--- config.mk ---
export PLATFORM = sky130hd
export DESIGN_NAME = regfile_wb_arbiter_flat
export DESIGN_NICKNAME = d
export VERILOG_FILES = /design/src/rtl/regfile_wb_arbiter_if.sv /design/src/rtl/regfile_wb_arbiter.sv /design/src/flat_wrapper.sv
export SDC_FILE = /design/constraint.sdc
export NUM_CORES = 1
export LEC_CHECK = 0
export ABC_AREA = 0
export CORE_UTILIZATION = 46
export CTS_CLUSTER_SIZE = 16
export DETAILED_ROUTE_END_ITERATION = 8
export PLACE_DENSITY = 0.87
export SLEW_MARGIN = 5
export SYNTH_ARGS = -nofsm -noshare
export SYNTH_HDL_FRONTEND = slang
export SYNTH_SLANG_ARGS = --single-unit
export TNS_END_PERCENT = 20
--- constraint.sdc ---
create_clock -name clk_i -period 3 [get_ports clk_i]
set_clock_uncertainty 0.05 [all_clocks]
set_input_delay 0.6 -clock clk_i [delete_from_list [all_inputs] [get_ports clk_i]]
set_output_delay 0.6 -clock clk_i [all_outputs]
set_load 0.05 [all_outputs]
--- src/rtl/regfile_wb_arbiter_if.sv ---
// Writeback, issue, query and register-file write-port signals of regfile_wb_arbiter.
// Bypass ports exist only when REGFILE_WB_BYPASS_EN is defined.
interface regfile_wb_arbiter_if #(
    parameter int XLEN           = 32,
    parameter int REG_ADDR_WIDTH = 5
);
    logic                      req0_valid_i;
    logic                      req0_ready_o;
    logic [REG_ADDR_WIDTH-1:0] req0_addr_i;
    logic [XLEN-1:0]           req0_data_i;
    logic                      req1_valid_i;
    logic                      req1_ready_o;
    logic [REG_ADDR_WIDTH-1:0] req1_addr_i;
    logic [XLEN-1:0]           req1_data_i;
    logic                      issue_valid_i;
    logic [REG_ADDR_WIDTH-1:0] issue_addr_i;
    logic                      issue_ready_o;
    logic [REG_ADDR_WIDTH-1:0] query_addr_1_i;
    logic [REG_ADDR_WIDTH-1:0] query_addr_2_i;
    logic                      busy_1_o;
    logic                      busy_2_o;
    logic                      rf_write_enable_o;
    logic [REG_ADDR_WIDTH-1:0] rf_write_address_o;
    logic [XLEN-1:0]           rf_write_data_o;
`ifdef REGFILE_WB_BYPASS_EN
    logic                      bypass_hit_1_o;
    logic                      bypass_hit_2_o;
    logic [XLEN-1:0]           bypass_data_1_o;
    logic [XLEN-1:0]           bypass_data_2_o;
`endif

    modport slave (
        input  req0_valid_i, req0_addr_i, req0_data_i,
        input  req1_valid_i, req1_addr_i, req1_data_i,
        input  issue_valid_i, issue_addr_i, query_addr_1_i, query_addr_2_i,
        output req0_ready_o, req1_ready_o, issue_ready_o, busy_1_o, busy_2_o,
        output rf_write_enable_o, rf_write_address_o, rf_write_data_o
`ifdef REGFILE_WB_BYPASS_EN
        , output bypass_hit_1_o, bypass_hit_2_o, bypass_data_1_o, bypass_data_2_o
`endif
    );

    modport master (
        output req0_valid_i, req0_addr_i, req0_data_i,
        output req1_valid_i, req1_addr_i, req1_data_i,
        output issue_valid_i, issue_addr_i, query_addr_1_i, query_addr_2_i,
        input  req0_ready_o, req1_ready_o, issue_ready_o, busy_1_o, busy_2_o,
        input  rf_write_enable_o, rf_write_address_o, rf_write_data_o
`ifdef REGFILE_WB_BYPASS_EN
        , input bypass_hit_1_o, bypass_hit_2_o, bypass_data_1_o, bypass_data_2_o
`endif
    );
endinterface

--- src/rtl/regfile_wb_arbiter.sv ---
// Round-robin arbiter for the single register-file write port plus pending-write scoreboard.
// Define REGFILE_WB_BYPASS_EN to add same-cycle writeback bypass outputs.
module regfile_wb_arbiter #(
    parameter int XLEN           = 32,
    parameter int REG_ADDR_WIDTH = 5
) (
    input  logic                  clk_i,
    input  logic                  rst_i,
    regfile_wb_arbiter_if.slave   bus
);
    localparam int NUM_REGS = 2 ** REG_ADDR_WIDTH;

    typedef enum logic {PRIO_REQ0, PRIO_REQ1} prio_t;

    prio_t                     prio_q;
    logic [NUM_REGS-1:0]       busy_q;
    logic [NUM_REGS-1:0]       busy_next;
    logic                      rf_we_q;
    logic [REG_ADDR_WIDTH-1:0] rf_addr_q;
    logic [XLEN-1:0]           rf_data_q;

    logic                      grant0;
    logic                      grant1;
    logic                      wb_accept;
    logic [REG_ADDR_WIDTH-1:0] wb_addr;
    logic [XLEN-1:0]           wb_data;
    logic                      issue_ready;
    logic                      issue_accept;

    always_comb begin
        grant0 = 1'b0;
        grant1 = 1'b0;
        if (!rst_i) begin
            if (bus.req0_valid_i && bus.req1_valid_i) begin
                grant0 = (prio_q == PRIO_REQ0);
                grant1 = (prio_q == PRIO_REQ1);
            end else begin
                grant0 = bus.req0_valid_i;
                grant1 = bus.req1_valid_i;
            end
        end
        wb_accept = grant0 | grant1;
        wb_addr   = grant1 ? bus.req1_addr_i : bus.req0_addr_i;
        wb_data   = grant1 ? bus.req1_data_i : bus.req0_data_i;
    end

    assign issue_ready  = !rst_i && !busy_q[bus.issue_addr_i];
    assign issue_accept = bus.issue_valid_i && issue_ready;

    // Clear before set so a same-edge issue to the written register stays outstanding.
    always_comb begin
        busy_next = busy_q;
        if (wb_accept) begin
            busy_next[wb_addr] = 1'b0;
        end
        if (issue_accept) begin
            busy_next[bus.issue_addr_i] = 1'b1;
        end
        busy_next[0] = 1'b0;
    end

    always_ff @(posedge clk_i) begin
        if (rst_i) begin
            prio_q    <= PRIO_REQ0;
            busy_q    <= '0;
            rf_we_q   <= 1'b0;
            rf_addr_q <= '0;
            rf_data_q <= '0;
        end else begin
            busy_q  <= busy_next;
            rf_we_q <= wb_accept && (wb_addr != '0);
            if (wb_accept) begin
                rf_addr_q <= wb_addr;
                rf_data_q <= wb_data;
                prio_q    <= grant0 ? PRIO_REQ1 : PRIO_REQ0;
            end
        end
    end

    assign bus.req0_ready_o       = grant0;
    assign bus.req1_ready_o       = grant1;
    assign bus.issue_ready_o      = issue_ready;
    assign bus.rf_write_enable_o  = rf_we_q;
    assign bus.rf_write_address_o = rf_addr_q;
    assign bus.rf_write_data_o    = rf_data_q;

`ifdef REGFILE_WB_BYPASS_EN
    logic hit1;
    logic hit2;

    assign hit1 = wb_accept && (wb_addr == bus.query_addr_1_i) && (bus.query_addr_1_i != '0);
    assign hit2 = wb_accept && (wb_addr == bus.query_addr_2_i) && (bus.query_addr_2_i != '0);

    assign bus.bypass_hit_1_o  = hit1;
    assign bus.bypass_hit_2_o  = hit2;
    assign bus.bypass_data_1_o = hit1 ? wb_data : '0;
    assign bus.bypass_data_2_o = hit2 ? wb_data : '0;
    assign bus.busy_1_o        = busy_q[bus.query_addr_1_i] && !hit1;
    assign bus.busy_2_o        = busy_q[bus.query_addr_2_i] && !hit2;
`else
    assign bus.busy_1_o = busy_q[bus.query_addr_1_i];
    assign bus.busy_2_o = busy_q[bus.query_addr_2_i];
`endif
endmodule

--- src/flat_wrapper.sv ---
// flat-port wrapper written by rule: the top's interface ports become plain ports
module regfile_wb_arbiter_flat 
#(
    parameter int XLEN           = 32,
    parameter int REG_ADDR_WIDTH = 5
)
  (clk_i, rst_i, bus_req0_valid_i, bus_req0_addr_i, bus_req0_data_i, bus_req1_valid_i, bus_req1_addr_i, bus_req1_data_i, bus_issue_valid_i, bus_issue_addr_i, bus_query_addr_1_i, bus_query_addr_2_i, bus_req0_ready_o, bus_req1_ready_o, bus_issue_ready_o, bus_busy_1_o, bus_busy_2_o, bus_rf_write_enable_o, bus_rf_write_address_o, bus_rf_write_data_o);
  regfile_wb_arbiter_if #(.XLEN(XLEN), .REG_ADDR_WIDTH(REG_ADDR_WIDTH)) bus_i ();
  input  logic clk_i;
  input  logic rst_i;
  input wire logic [$bits(bus_i.req0_valid_i)-1:0] bus_req0_valid_i;
  input wire logic [$bits(bus_i.req0_addr_i)-1:0] bus_req0_addr_i;
  input wire logic [$bits(bus_i.req0_data_i)-1:0] bus_req0_data_i;
  input wire logic [$bits(bus_i.req1_valid_i)-1:0] bus_req1_valid_i;
  input wire logic [$bits(bus_i.req1_addr_i)-1:0] bus_req1_addr_i;
  input wire logic [$bits(bus_i.req1_data_i)-1:0] bus_req1_data_i;
  input wire logic [$bits(bus_i.issue_valid_i)-1:0] bus_issue_valid_i;
  input wire logic [$bits(bus_i.issue_addr_i)-1:0] bus_issue_addr_i;
  input wire logic [$bits(bus_i.query_addr_1_i)-1:0] bus_query_addr_1_i;
  input wire logic [$bits(bus_i.query_addr_2_i)-1:0] bus_query_addr_2_i;
  output wire logic [$bits(bus_i.req0_ready_o)-1:0] bus_req0_ready_o;
  output wire logic [$bits(bus_i.req1_ready_o)-1:0] bus_req1_ready_o;
  output wire logic [$bits(bus_i.issue_ready_o)-1:0] bus_issue_ready_o;
  output wire logic [$bits(bus_i.busy_1_o)-1:0] bus_busy_1_o;
  output wire logic [$bits(bus_i.busy_2_o)-1:0] bus_busy_2_o;
  output wire logic [$bits(bus_i.rf_write_enable_o)-1:0] bus_rf_write_enable_o;
  output wire logic [$bits(bus_i.rf_write_address_o)-1:0] bus_rf_write_address_o;
  output wire logic [$bits(bus_i.rf_write_data_o)-1:0] bus_rf_write_data_o;
  assign bus_i.req0_valid_i = bus_req0_valid_i;
  assign bus_i.req0_addr_i = bus_req0_addr_i;
  assign bus_i.req0_data_i = bus_req0_data_i;
  assign bus_i.req1_valid_i = bus_req1_valid_i;
  assign bus_i.req1_addr_i = bus_req1_addr_i;
  assign bus_i.req1_data_i = bus_req1_data_i;
  assign bus_i.issue_valid_i = bus_issue_valid_i;
  assign bus_i.issue_addr_i = bus_issue_addr_i;
  assign bus_i.query_addr_1_i = bus_query_addr_1_i;
  assign bus_i.query_addr_2_i = bus_query_addr_2_i;
  assign bus_req0_ready_o = bus_i.req0_ready_o;
  assign bus_req1_ready_o = bus_i.req1_ready_o;
  assign bus_issue_ready_o = bus_i.issue_ready_o;
  assign bus_busy_1_o = bus_i.busy_1_o;
  assign bus_busy_2_o = bus_i.busy_2_o;
  assign bus_rf_write_enable_o = bus_i.rf_write_enable_o;
  assign bus_rf_write_address_o = bus_i.rf_write_address_o;
  assign bus_rf_write_data_o = bus_i.rf_write_data_o;
  regfile_wb_arbiter #(.XLEN(XLEN), .REG_ADDR_WIDTH(REG_ADDR_WIDTH)) u_core (.clk_i(clk_i), .rst_i(rst_i), .bus(bus_i));
endmodule
==> results.toml, run 1 <==
[worst_setup_path]
criticalPathCategory = "input pin to primary output"
endpoint = "bus_busy_2_o"
cp-startpoint = "bus_query_addr_2_i[0]"
timing.reg2reg.worst_path_depth = 6
regToRegStartpoint = "u_core.prio_q$_SDFFE_PP0N_"
worstSetupStartpointType = "input pin"
end_kind = "primary output"
path_max_fanout = 9
arrival_ps = 2340
reg2reg_to = "u_core.busy_q[2]$_SDFF_PP0_"
cp.required_ps = 2350
regToRegSetupSlack_ps = 830

[cts]
cts_setup_buffers = 0
cts_tree = "yes"
clockBufferDepth = 2
numCtsBuffers = 9
clk_latency_ps = 350
clock-root-buffer = "clkbuf_8"
cts.sinks = 70
clkTransAtPathRegs_ps = 70
h-tree-depth = 3

[placed_design]
gp_congestion = 1.01
dp_hpwl_mm = 10.6
numPortBuffers = 136
place_ws_ps = -407

[floorplan]
coreArea_um2 = 8680
start_util = 0.471
die-width_um = 96.2
rows = 34
io_pins = 137
dieArea_um2 = 9260
die_h_um = 96.2

[route]
postRouteAntennaNets = 0
drt_pass1_iterations = 5
drc = 0
drt_iter0_markers = 302
met3_length_mm = 1.53
avgRoutedWirePerCell_um = 20.4
num_vias = 4439
viasPerCell = 6.36
highest_layer = "met4"
drt_wl_total_mm = 14.2
route.met2.wl_mm = 6.90
wl_met1_mm = 5.08

[yosys]
synth-seq-cells = 70
async_reset_ff_frac = 0
synth_area_um2 = 4080
yosysSeqAreaShare = 0.343
syn_avg_cell_area_um2 = 9.18
yosys-top-cells-area = "dfxtp_1 34%, mux4_2 12%, mux2i_1 6.4%"
synth_common_cells = "70 x dfxtp_1, 56 x nand2_1, 32 x o21ai_0"
synth_most_common_cell = "dfxtp_1"
synth-edff-count = 0
synthCells = 445
yosys_warnings = 0
yosysUniqueCellTypes = 54
synth_top_area_cell = "dfxtp_1"
syn-num-nets = 539
synth_flop_cell = "dfxtp_1"
synth_top_area_share = 0.343

[global_route]
grt_pass1_vias = 4413
grt_start_max_net_pins = 30
grt_pass1_wl_mm = 22.9
grt-ovfl-total = 0
grt_usage = 0.331
antenna_found_initial = 0

[run_status]
status = "finished clean"

[hold_path]
min_path_type = "flop to flop"

[timing]
setup_ws_ps = 9.43
layout_min_cycle_time_ps = 2990
period_share = 0.997
fmax_mhz = 334
hold_violations = 0
setup_viol = 0
slew_violations = 0
worst_pin_slew_ps = 724
finalSetupTns_ps = 0
rsz0062_at_grt = "yes"
maxSlewHeadroom = 0.514

[pwr]
vdd_drop_max_mv = 0.301
p_per_area_nw_per_um2 = 427
p_leak_nw = 2.21

[finish]
drive_gt1_frac = 0.159
syn_to_final_growth_pct = 45.0
layout.nets = 679
fillers = 670
antennaDiodeCount = 0

[flow_run]
max_cap_violations = 0
critical path, cell delays in order:
cell and delay [ps]:
clkdlybuf4s15_2 210, buf_12 140, mux4_2 480, mux4_2 470, mux2_2 290, buf_6 150
where the power goes:
group	internal [mW]	switching, mW	leakage (nW)
logic	0.292	0.377	1.53
registers	0.975	0.0302	0.574
clock network	0.476	0.378	0.111
worst min path at each step:
| stage | start | end | slack [ps] | depth (start not counted) |
|---|---|---|---|---|
| after global routing | u_core.bus.rf_write_data_o[21]$_SDFFE_PP0N_ | u_core.bus.rf_write_data_o[21]$_SDFFE_PP0N_ | 450 | 2 |
| after floorplan | u_core.busy_q[30]$_SDFF_PP0_ | u_core.busy_q[30]$_SDFF_PP0_ | 420 | 2 |
| after detailed placement | u_core.bus.rf_write_data_o[16]$_SDFFE_PP0N_ | u_core.bus.rf_write_data_o[16]$_SDFFE_PP0N_ | 420 | 2 |
| final | u_core.bus.rf_write_data_o[1]$_SDFFE_PP0N_ | u_core.bus.rf_write_data_o[1]$_SDFFE_PP0N_ | 430 | 2 |
| after CTS | u_core.bus.rf_write_data_o[21]$_SDFFE_PP0N_ | u_core.bus.rf_write_data_o[21]$_SDFFE_PP0N_ | 430 | 2 |
| after global placement | u_core.bus.rf_write_data_o[25]$_SDFFE_PP0N_ | u_core.bus.rf_write_data_o[25]$_SDFFE_PP0N_ | 400 | 2 |
metrics by stage:
stage	total power, mW	hold WS, ps	util	instances	area, µm²
6_report	2.53	429	0.682	698	5920
5_1_grt	2.63	450	0.682	698	5920
4_1_cts	2.53	432	0.683	698	5920
3_5_place_dp	1.68	417	0.651	681	5650
3_3_place_gp	1.67	404	0.651	681	5650
2_1_floorplan	1.38	419	-	445	4100
per-layer routing:
layer  track usage  vias up
met5             0        -
met4         0.168        0
met3         0.111       75
met2         0.547      308
met1         0.381     2068
li1              -     1988
layout by cell type (no fill, tap or decap), types with 5 or more instances in the layout:
master,count
buf_4,26
mux4_2,21
mux2i_1,26
o21ai_0,32
o32ai_1,5
dfxtp_1,70
clkdlybuf4s50_1,124
nand3_1,25
a21oi_1,7
nand2b_1,5
a311oi_1,15
mux2_2,5
nor4_1,6
nor2b_1,6
o31ai_1,17
o311ai_0,21
inv_1,8
nand2_1,56
clkbuf_8,9
nor3_1,6
nor2_1,30
state kept, by name (all words and copies together), names as in the netlist:
signal                         cells
u_core.bus.rf_write_enable_o       1
u_core.bus.rf_write_address_o      5
u_core.busy_q                     31
u_core.bus.rf_write_data_o        32
u_core.prio_q                      1
cells by family (layout without fill, tap and decap cells):
family          after synthesis  in the layout  share of synthesized area
buf+inv                      47            192                     0.0588
mux                          56             56                      0.210
simple gates                156            156                      0.183
flops                        70             70                      0.343
compound gates              116            116                      0.205
cell type report:
type	instances	area (µm²)	area share
clock buffer	10	128	0.0216
clock inverter	6	95.1	0.0161
inverter	10	37.5	0.00634
multi-input combinational	328	2470	0.417
sequential	70	1400	0.237
tap	108	135	0.0228
timing repair buffer	166	1660	0.280
repair_timing:
item                       4_1_cts  5_1_grt
resized for setup               21        6
setup endpoints to repair        3        3
gates cloned                     1        0
hold buffers                     0        0
Power figures use the tool's default switching activity.
==> inputs of run 2 (changes only) <==
- CELL_PAD_IN_SITES_DETAIL_PLACEMENT: unset -> 0
- CELL_PAD_IN_SITES_GLOBAL_PLACEMENT: unset -> 1
- CORE_UTILIZATION: 46 -> 34
==> results.toml, run 2 (synthesis gave the netlist of run 1 again) <==
[run_status]
status = "complete, but fails checks"
violations = "design-rule violations"

[finish]
layout_common_cells = "124 x clkdlybuf4s50_1, 70 x dfxtp_1, 56 x nand2_1"
largest_register_ff_count = 32
layout.nets = 679
drive_gt1_frac = 0.163
final_common_cell = "clkdlybuf4s50_1"
antennaDiodeCount = 0
syn_to_final_growth_pct = 48.6

[timing]
rsz0062_at_grt = "no"
fmax_mhz = 341
layout_min_cycle_time_ps = 2930
setup_ws_ps = 67.2
maxSlewHeadroom = 0.463
period_share = 0.978
slew_violations = 0
worst_pin_slew_ps = 800
hold_violations = 0
setup_viol = 0

[global_route]
grt_pass1_wl_mm = 22.1
grt-ovfl-total = 0
met3_usage = 0.0876
grt_start_max_net_pins = 35
grt_usage = 0.227
met2_usage = 0.378
top_usage_layer = "met2"
grt_pass1_vias = 4317
grtUsageMet1 = 0.265
antenna_found_initial = 0

[route]
drt_iter0_markers = 258
drt_pass1_iterations = 7
drt_wl_total_mm = 13.9
num_vias = 4284
viasPerCell = 5.84
avgRoutedWirePerCell_um = 18.9
drc = 8
postRouteAntennaNets = 0

[cts]
cts.sinks = 70
clock-root-buffer = "clkbuf_16"
numCtsBuffers = 9
cts_tree = "yes"
clk_latency_ps = 330
h-tree-depth = 3
clockBufferDepth = 2
ctsHoldBuffers = 0
clkTransAtPathRegs_ps = 60

[worst_setup_path]
path_max_fanout = 5
cp.required_ps = 2350
worstSetupStartpointType = "input pin"
end_kind = "primary output"
criticalPathCategory = "input pin to primary output"
arrival_ps = 2280

[floorplan]
io_pins = 137
rows = 39
coreArea_um2 = 11600
die_h_um = 112
die-width_um = 112
start_util = 0.353
dieArea_um2 = 12500

[hold_path]
min_path_type = "flop to flop"

[flow_run]
max_cap_violations = 0

[placed_design]
gp_congestion = 0.938
dp_hpwl_mm = 10.3
place_ws_ps = -343
numPortBuffers = 136

[pwr]
p_leak_nw = 2.27
fin_total_pwr_mw = 2.77
p_per_area_nw_per_um2 = 456
vdd_drop_max_mv = 0.246
[run 2: changes by cell type in the layout (fill, tap and decap cells not counted), moves of 2 or more]
cell,previous run,this run
clkinv_2,0,2
clkbuf_8,9,2
buf_4,26,24
o21ai_1,4,6
o21ai_0,32,30
clkbuf_16,0,10
[run 2: routing by layer]
layer,vias to the layer above,wire length [µm]
met4,0,266
met1,2021,5500
met5,-,0
met2,242,6600
li1,1997,-
met3,24,1490
[run 2: what timing repair did]
| item | in CTS | in global routing |
|---|---|---|
| endpoints found under the setup margin | 3 | 3 |
| pin swaps | 1 | 1 |
| cloned | 1 | 1 |
| setup buffers | 1 | 0 |
| gates resized for setup | 21 | 9 |
[run 2: path summary, 6_finish.rpt]
check / slack (ps) / start / cells past startpoint / endpoint
worst min register to register: 420 / u_core.bus.rf_write_data_o[26]$_SDFFE_PP0N_ / 2 / u_core.bus.rf_write_data_o[26]$_SDFFE_PP0N_
worst min-delay path: 420 / u_core.bus.rf_write_data_o[26]$_SDFFE_PP0N_ / 2 / u_core.bus.rf_write_data_o[26]$_SDFFE_PP0N_
worst max-delay path: 70 / bus_query_addr_1_i[0] / 6 / bus_busy_1_o
worst max register to register: 900 / u_core.prio_q$_SDFFE_PP0N_ / 6 / u_core.busy_q[6]$_SDFF_PP0_
[run 2: worst max-delay path, stage by stage]
cell    delay, ps
buf_2         140
buf_12        130
mux4_2        490
mux4_2        490
mux2_2        280
buf_6         150
[run 2: stage by stage]
stage                     cell area (µm²)   util  setup TNS [ps]  hold WS [ps]  cells
after floorplan                      4100      -               0           419    445
after global placement               5680  0.491            -871           402    714
after detailed placement             5680  0.491            -943           413    714
after CTS                            6050  0.523               0           424    732
after global routing                 6070  0.525               0           448    733
final                                6070  0.525               0           421    733
[run 2: area by class of cell]
cell class / count / area, µm²
clock buffers: 11 / 253
multi-input cells: 328 / 2460
flip-flops and latches: 70 / 1400
repair buffers: 166 / 1680
well taps: 143 / 179
fillers: 1038 / 5500
clock inverters: 5 / 57.6
inverters: 10 / 37.5
[run 2: power breakdown]
part,switching [mW],total (mW),internal [mW]
sequential,0.0278,1.00,0.976
clock,0.407,1.10,0.689
combinational,0.375,0.668,0.293
total,0.810,2.77,1.96
